<file path="src/rtl/operand_fetch.sv">
// Operand fetch stage: eight 16-bit registers with one write port, and a
// four-state sequencer that reads the A and B operands into internal latches
// and presents them to the ALU until the consumer acknowledges.
// Optional B-operand shifter is built only when OPERAND_FETCH_SHIFTER_EN is
// defined; otherwise the shift input is ignored and B passes through unshifted.

module operand_fetch (
   input  logic        clk,
   input  logic        reset,
   input  logic        start,
   output logic        ready,
   input  logic [2:0]  rn,
   input  logic [2:0]  rm,
   input  logic [1:0]  shift,
   input  logic        asel,
   input  logic        bsel,
   input  logic [15:0] sximm5,
   input  logic        w_en,
   input  logic [2:0]  w_num,
   input  logic [15:0] w_data,
   output logic [15:0] val_A,
   output logic [15:0] val_B,
   output logic        valid,
   input  logic        ack
);

   typedef enum logic [1:0] {
      IDLE   = 2'd0,
      READ_A = 2'd1,
      READ_B = 2'd2,
      VALID  = 2'd3
   } state_t;

   state_t      state_q, state_d;
   logic [15:0] regs_q [8];
   logic [15:0] regs_d [8];
   logic [15:0] a_q, a_d;
   logic [15:0] b_q, b_d;
   logic [2:0]  rn_q, rn_d;
   logic [2:0]  rm_q, rm_d;
   logic        asel_q, asel_d;
   logic        bsel_q, bsel_d;
   logic [15:0] sximm5_q, sximm5_d;
   logic [15:0] b_shifted;

`ifdef OPERAND_FETCH_SHIFTER_EN
   logic [1:0]  shift_q, shift_d;
`else
   logic        unused_shift;
   assign unused_shift = ^shift;
`endif

   // Next-state: register writes on any state, operand capture and latching
   always_comb begin
      state_d  = state_q;
      regs_d   = regs_q;
      a_d      = a_q;
      b_d      = b_q;
      rn_d     = rn_q;
      rm_d     = rm_q;
      asel_d   = asel_q;
      bsel_d   = bsel_q;
      sximm5_d = sximm5_q;
`ifdef OPERAND_FETCH_SHIFTER_EN
      shift_d  = shift_q;
`endif

      if (w_en) begin
         regs_d[w_num] = w_data;
      end

      case (state_q)
         IDLE: begin
            if (start) begin
               rn_d     = rn;
               rm_d     = rm;
               asel_d   = asel;
               bsel_d   = bsel;
               sximm5_d = sximm5;
`ifdef OPERAND_FETCH_SHIFTER_EN
               shift_d  = shift;
`endif
               state_d  = READ_A;
            end
         end
         READ_A: begin
            a_d     = (w_en && (w_num == rn_q)) ? w_data : regs_q[rn_q];
            state_d = READ_B;
         end
         READ_B: begin
            b_d     = (w_en && (w_num == rm_q)) ? w_data : regs_q[rm_q];
            state_d = VALID;
         end
         VALID: begin
            if (ack) begin
               state_d = IDLE;
            end
         end
         default: state_d = IDLE;
      endcase
   end

   // State register with synchronous reset clearing everything
   always_ff @(posedge clk) begin
      if (reset) begin
         state_q  <= IDLE;
         for (int i = 0; i < 8; i++) begin
            regs_q[i] <= 16'h0000;
         end
         a_q      <= 16'h0000;
         b_q      <= 16'h0000;
         rn_q     <= 3'd0;
         rm_q     <= 3'd0;
         asel_q   <= 1'b0;
         bsel_q   <= 1'b0;
         sximm5_q <= 16'h0000;
`ifdef OPERAND_FETCH_SHIFTER_EN
         shift_q  <= 2'b00;
`endif
      end else begin
         state_q  <= state_d;
         regs_q   <= regs_d;
         a_q      <= a_d;
         b_q      <= b_d;
         rn_q     <= rn_d;
         rm_q     <= rm_d;
         asel_q   <= asel_d;
         bsel_q   <= bsel_d;
         sximm5_q <= sximm5_d;
`ifdef OPERAND_FETCH_SHIFTER_EN
         shift_q  <= shift_d;
`endif
      end
   end

`ifdef OPERAND_FETCH_SHIFTER_EN
   // B-operand shifter driven by the captured shift code
   always_comb begin
      b_shifted = b_q;
      case (shift_q)
         2'b01:   b_shifted = {b_q[14:0], 1'b0};
         2'b10:   b_shifted = {1'b0, b_q[15:1]};
         2'b11:   b_shifted = {b_q[15], b_q[15:1]};
         default: b_shifted = b_q;
      endcase
   end
`else
   // B operand passes through unshifted
   always_comb begin
      b_shifted = b_q;
   end
`endif

   // Output operand muxing and handshake flags from the current state
   always_comb begin
      ready = (state_q == IDLE);
      valid = (state_q == VALID);
      val_A = asel_q ? 16'h0000 : a_q;
      val_B = bsel_q ? sximm5_q : b_shifted;
   end

endmodule

</file>
<file path="config.mk">
export PLATFORM = sky130hd
export DESIGN_NAME = operand_fetch
export DESIGN_NICKNAME = d
export VERILOG_FILES = /design/src/rtl/operand_fetch.sv
export SDC_FILE = /design/constraint.sdc
export NUM_CORES = 1
export LEC_CHECK = 0
export CORE_MARGIN = 2
export CORE_UTILIZATION = 58
export CTS_CLUSTER_DIAMETER = 150
export DETAILED_ROUTE_END_ITERATION = 8
export GPL_ROUTABILITY_DRIVEN = 0
export GPL_TIMING_DRIVEN = 1
export PLACE_DENSITY = 0.8
export SYNTH_ARGS = -nofsm -noshare
export SYNTH_HDL_FRONTEND = slang
export SYNTH_SLANG_ARGS = --single-unit
</file>
<file path="constraint.sdc">
create_clock -name clk -period 2.2 [get_ports clk]
set_input_delay 0.22 -clock clk [delete_from_list [all_inputs] [get_ports clk]]
set_output_delay 0.22 -clock clk [all_outputs]
set_load 0.01 [all_outputs]
</file>
==> impl_metrics.tcl <==
set metrics [dict create \
    p_per_area_nw_per_um2 811 \
    grt_pass1_wl_um 40600 \
    syn_area_um2 9030 \
    irDropWorstVdd_v 0.000611 \
    final_util 0.700 \
    drv_cap 0 \
    die_area_um2 16600 \
    fmax_mhz 485 \
    fin_skew_ns 0.00685 \
    dp_cells 1250 \
    worstPathArrival_ns 2.38 \
    setup_tns_ns 0 \
    ios 84 \
    cts_tree "done" \
    nNetsFinal 1136 \
    ff2ff_path_depth 4 \
    synth_area_leaders "dfxtp_1 41%, nand2_1 13%, mux4_2 9.5%" \
    cts.sinks 186 \
    core-area_um2 15200 \
    h-tree-depth 4 \
    p_leak_nw 3.65 \
    grt_pass1_vias 7652 \
    r2r_slack_ns 0.14 \
    ys_ff_latch 186 \
    grt_max_degree 129 \
    worst_slew_pin_slew_ns 0.874 \
    regToRegEndpoint "a_q[2]$_SDFFE_PP0N_" \
    fp.dieW_um 129 \
    multi_input_area_um2 4900 \
    clockRootBuffer "clkbuf_16" \
    synth-seq-area-share 0.412 \
    hp-start "reset" \
    numCtsBuffers 17 \
    seq_area_um2 3730 \
    rsz0062_at_grt "no" \
    drc_errors 0 \
    syn2layout_area_growth_pct 17.7 \
    crit_type "flip-flop to flip-flop" \
    yosys.cell_types.count 34 \
    period_share 0.937 \
    post_dp_cell_area_um2 10100 \
    period_minus_slack_ns 2.06 \
    die_height_um 129 \
    clk_pin_slew_ns 0.07 \
    io_buffers 81 \
    min_to "rm_q[1]$_SDFFE_PP0P_" \
    critPathMaxFanout 9 \
    layoutNonFillerInstCount 1282 \
    clockBufferDepth 2 \
    drt-total-wl_um 26200 \
    whs_path_depth 2 \
    startpoint_type "flip-flop" \
    antenna_found_initial 0 \
    viasPerCell 6.26 \
    hold_viol 0 \
    r2r-start "rn_q[2]$_SDFFE_PP0P_" \
    relSlewSlack 0.413 \
    finalSetupViolCount 0 \
    clk_latency_ns 0.43 \
    fin_area_um2 10600 \
    required_ns 2.52 \
    rows 45 \
    synth_top_cell_by_area "dfxtp_1" \
    num_antenna_cells 0 \
    yosys_warnings 0 \
    track_usage 0.319 \
    slew_viol_final 0 \
    vias 8020 \
    endpoint_kind "flip-flop" \
    drtIter0Drc 854 \
    hp-class "input port to flip-flop" \
    total_power_mw 8.63 \
    synthCells 1028 \
    wl_per_cell_um 20.4 \
    status "completed" \
    layout-drive-gt1-share 0.178 \
    initial_utilization 0.594 \
    dr.pass1.iters 6 \
    ant_nets 0 \
    nFillCells 1176 \
    netlist.area_leader.share 0.412 \
    postSynthNetCount 1083 \
    syn_area_per_cell_um2 8.79 \
    overflow 0 \
    hpwl_um 16900 \
]
[synthesized netlist by cell type]
library cell / instances
nand2_1: 312
dfxtp_1: 186
a21oi_1: 152
mux2_2: 68
clkbuf_1: 53
mux4_2: 38
buf_2: 27
o22ai_1: 27
nor2b_1: 21
mux2i_1: 20
a22oi_1: 19
o21ai_0: 18
a221o_1: 13
nor3_1: 13
nor2_1: 10
nand2b_1: 7
ha_1: 5
inv_1: 5
xor2_1: 5
buf_1: 4
nand3_1: 4
buf_6: 3
nor3_2: 3
nand3b_1: 2
nor4_4: 2
o41ai_4: 2
or2_2: 2
a211oi_1: 1
and2_1: 1
buf_4: 1
clkbuf_2: 1
nand4_1: 1
o21ai_1: 1
xor2_4: 1
[worst max-delay path by stage]
| stage | startpoint | end | slack [ns] | cells after the start |
|---|---|---|---|---|
| 3_5_place_dp | w_num[2] | b_q[12]$_SDFFE_PP0N_ | -0.06 | 5 |
| 5_1_grt | state_q[0]$_SDFFE_PP0P_ | b_q[5]$_SDFFE_PP0N_ | 0.06 | 6 |
| 6_report | rn_q[2]$_SDFFE_PP0P_ | a_q[2]$_SDFFE_PP0N_ | 0.14 | 4 |
| 3_3_place_gp | w_num[2] | b_q[6]$_SDFFE_PP0N_ | -0.04 | 4 |
| 4_1_cts | bsel_q$_SDFFE_PP0P_ | val_B[11] | 0.13 | 3 |
| 2_1_floorplan | rm_q[0]$_SDFFE_PP0P_ | b_q[13]$_SDFFE_PP0N_ | 0.54 | 6 |
[cells by family after synthesis]
logic type	after synthesis	share of synthesized area
multiplexers	126	0.202
buffers and inverters	94	0.0458
AO/OA/AOI/OAI	233	0.151
XOR/XNOR	6	0.00789
flip-flops	186	0.412
AND/OR/NAND/NOR	378	0.175
adder cells (fa/ha/maj)	5	0.00692
[stage by stage]
step	hold WS, ns	setup WS [ns]
after global placement	0.438	-0.0391
final	0.190	0.138
after floorplan	0.356	0.535
after global routing	0.200	0.0590
after detailed placement	0.447	-0.0595
after CTS	0.175	0.131
[timing repair]
action,4_1_cts,5_1_grt
gates resized for setup,0,1
hold buffers,0,0
hold endpoints to repair,0,0
endpoints found under the setup margin,0,6
setup buffers,0,0
[layout by cell type (no fill, tap or decap), drive strengths merged, types with 4 or more instances in the layout]
master and instances:
a21oi 152, a221o 13, a22oi 19, buf 43, clkbuf 19, clkdlybuf4s50 80
clkinvlp 5, dfxtp 186, ha 5, inv 11, mux2 68, mux2i 20
mux4 38, nand2 312, nand2b 7, nand3 4, nor2 10, nor2b 21
nor3 16, o21ai 19, o22ai 27, xor2 6
[power by group]
part	total, mW	internal, mW	switching, mW
combinational	1.97	0.857	1.11
sequential	3.75	3.56	0.191
clock	2.91	1.51	1.40
total	8.63	5.92	2.70
[routing by layer]
| metal | share of wire | up-vias | global-route usage |
|---|---|---|---|
| met3 | 0.11 | 70 | 0.0798 |
| met1 | 0.40 | 3812 | 0.405 |
| met2 | 0.47 | 454 | 0.525 |
| met5 | 0 | - | 0 |
| li1 | - | 3684 | - |
| met4 | 0.027 | 0 | 0.124 |
[cell type report]
class                      count  area share
multi-input combinational    748       0.461
sequential                   186       0.351
clock buffer                  19      0.0416
clock inverter                13      0.0105
timing repair buffer         123       0.113
inverter                       5     0.00176
tap                          188      0.0221
[worst max-delay path: stages (launching register included)]
cell	delay [ns]
dfxtp_1	0.75
nand2b_1	0.45
o22ai_1	0.34
nor3_1	0.12
a221o_1	0.29
[sequential cells by signal, indices dropped and copies added (netlist names)]
| name | count |
|---|---|
| a_q | 16 |
| asel_q | 1 |
| b_q | 16 |
| bsel_q | 1 |
| regs_q | 128 |
| rm_q | 3 |
| rn_q | 3 |
| state_q | 2 |
| sximm5_q | 16 |
Power figures use the tool's default switching activity.
==> RTL change, RTL diff (config.mk and constraints unchanged) <==
Encoding of `state_t`: now one-hot (4 bits for 4 states).
--- a/src/rtl/operand_fetch.sv
+++ b/src/rtl/operand_fetch.sv
@@ -24,11 +24,11 @@
    input  logic        ack
 );
 
-   typedef enum logic [1:0] {
-      IDLE   = 2'd0,
-      READ_A = 2'd1,
-      READ_B = 2'd2,
-      VALID  = 2'd3
+   typedef enum logic [3:0] {
+      IDLE   = 4'b0001,
+      READ_A = 4'b0010,
+      READ_B = 4'b0100,
+      VALID  = 4'b1000
    } state_t;
 
    state_t      state_q, state_d;
Formal check against the unedited RTL: no difference found for any inputs over 4 cycles, from zero or initial values and one cycle with reset high; so few cycles prove little.
==> RTL change against the unedited design <==
Wire length is 1.4% higher. Total power is 9.2% lower. Largest cell class unchanged. Via count is 4.5% higher. Register-to-register slack better by 0.04 ns. Worst setup slack worse by 0.026 ns. Cell area is 1.3% higher. Synthesized area is 1.4% higher. Sequential cell count is 2 higher. Count of clock-buffer cells in the layout is 1 higher. Worst hold slack worse by 0.15 ns. Sequential share of layout area is 0.068 points lower. Critical path type is now register to primary output. Non-clock buffer count is 1 lower. Largest power group unchanged. First-iteration DRC count is 24% higher.
==> RTL change: results (changes against the unedited design) <==
status:
  run_status: "finished clean"  # unchanged
route:
  wl_met2_mm: 12.25  # was 12.20 mm
  wl_met3_mm: 2.861  # was 2.794 mm
  detail-route-antenna-nets: 0  # unchanged
  wirelength_mm: 26.56  # was 26.19 mm
  vias: 8383  # was 8020
  drt-met1-wl_mm: 10.86  # was 10.47 mm
  highest_layer: "met4"  # unchanged
  drtIter0Drc: 1055  # was 854
  dr.pass1.iters: 6  # unchanged
cells_and_area:
  regMostFlops: "regs_q"  # unchanged
  nFillCells: 1192  # was 1176
  diodes: 0  # unchanged
  drive_gt1_share_pct: 9.576  # was 17.82%
  largest_register_ff_count: 128  # unchanged
synth:
  yosys-top-cells-area: "dfxtp_1 41%, nand2_1 15%, mux2i_1 12%"  # was dfxtp_1 41%, nand2_1 13%, mux4_2 9.5%
  yosysSeqAreaShare_pct: 41.06  # was 41.21%
  async_reset_ff_share_pct: 0  # unchanged
  synth_ff_type: "dfxtp_1"  # unchanged
  syn-num-nets: 1172  # was 1083
  yosysWarnings: 0  # unchanged
  ys_types: 37  # was 34
  synth_common_cells: "370 x nand2_1, 188 x dfxtp_1, 152 x a21oi_1, 113 x mux2i_1, 54 x a22oi_1"  # was 312 x nand2_1, 186 x dfxtp_1, 152 x a21oi_1, 68 x mux2_2, 53 x clkbuf_1
clock_network:
  cts_root_buffer: "clkbuf_16"  # unchanged
  cts_buffer_depth: 2  # unchanged
  htree_levels: 4  # unchanged
  cts_buffers: 17  # unchanged
  cts_resized: 0  # unchanged
  postCtsSetupRepairBufs: 0  # unchanged
placed_design:
  hpwl_mm: 16.68  # was 16.91 mm
  dpl_cell_area_mm2: 0.01017  # was 0.01008 mm²
  io_buffers: 81  # unchanged
  preCtsSetupSlack_ns: 0.2022  # was -0.05954 ns
worst_setup_path:
  arrival_ns: 1.87  # was 2.38 ns
  path_max_fanout: 16  # was 9
global_routing:
  grt_max_degree: 151  # was 129
  antenna_found_initial: 0  # unchanged
  first_global_vias: 7717  # was 7652
  grt_first_pass_wirelength_mm: 41.08  # was 40.58 mm
  grtUsageMet2_pct: 50.75  # was 52.47%
  track_usage_pct: 31.82  # was 31.86%
  use_met1_pct: 41.80  # was 40.52%
  grtUsageMet3_pct: 7.831  # was 7.983%
pwr:
  seq_power_w: 0.00361  # was 0.00375 W
  power_switching_w: 0.002118  # was 0.002702 W
  clkPwrFrac_pct: 40.1  # was 33.7%
  p_leak_nw: 3.611  # was 3.654 nW
  vdd.ir_drop.worst_v: 0.0006253  # was 0.0006110 V
sta:
  worst_pin_slew_ns: 1.131  # was 0.8736 ns
  fin_worst_skew_ns: 0.007224  # was 0.006854 ns
worst_hold_path:
  hp-class: "primary input to register"  # unchanged
[RTL change: changes by cell type after synthesis, sizes merged, moves of 27 or more]
cell,before,now
a22oi,19,54
mux2,68,16
mux2i,20,113
mux4,38,10
nand2,312,370
o221ai,0,32
o22ai,27,0
[RTL change: critical path, cell delays in order, from the launching register on]
cell	delay (ns)
dfxtp_1	0.34
buf_4	0.24
mux2_2	0.37
clkdlybuf4s50_1	0.48
[RTL change: metrics by stage]
stage	std cells	power [W]
4_1_cts	1391	0.007809
5_1_grt	1391	0.008062
3_5_place_dp	1359	0.004733
6_report	1391	0.007836
3_3_place_gp	1359	0.004712
2_1_floorplan	1122	0.004350
[RTL change: final timing paths]
path / from / to / slack (ns) / depth (start not counted)
setup / recovery: bsel_q$_SDFFE_PP0P_ / val_B[9] / 0.11 / 3
hold reg to reg: sximm5_q[8]$_SDFFE_PP0P_ / sximm5_q[8]$_SDFFE_PP0P_ / 0.46 / 2
setup reg to reg: rm_q[0]$_SDFFE_PP0P_ / b_q[8]$_SDFFE_PP0N_ / 0.18 / 4
hold / removal: reset / rm_q[1]$_SDFFE_PP0P_ / 0.04 / 2
[RTL change: cell families (layout without fill, tap and decap cells)]
logic type	count (synthesis)	after routing	share of synthesized area, %
AND/OR/NAND/NOR	431	431	19.58
AO/OA/AOI/OAI	244	244	16.26
flip-flops	188	188	41.06
multiplexers	139	139	16.76
buffers and inverters	113	171	5.665
XOR/XNOR	7	7	0.6690
[RTL change: final cells by class]
type / count / area (µm²) / area share (%)
Clock buffer: 20 / 466.7 / 4.333
Clock inverter: 12 / 133.9 / 1.243
Inverter: 17 / 63.81 / 0.5925
Multi-Input combinational cell: 821 / 4882 / 45.33
Sequential cell: 188 / 3769 / 34.99
Tap cell: 211 / 264.0 / 2.451
Timing Repair Buffer: 122 / 1191 / 11.06
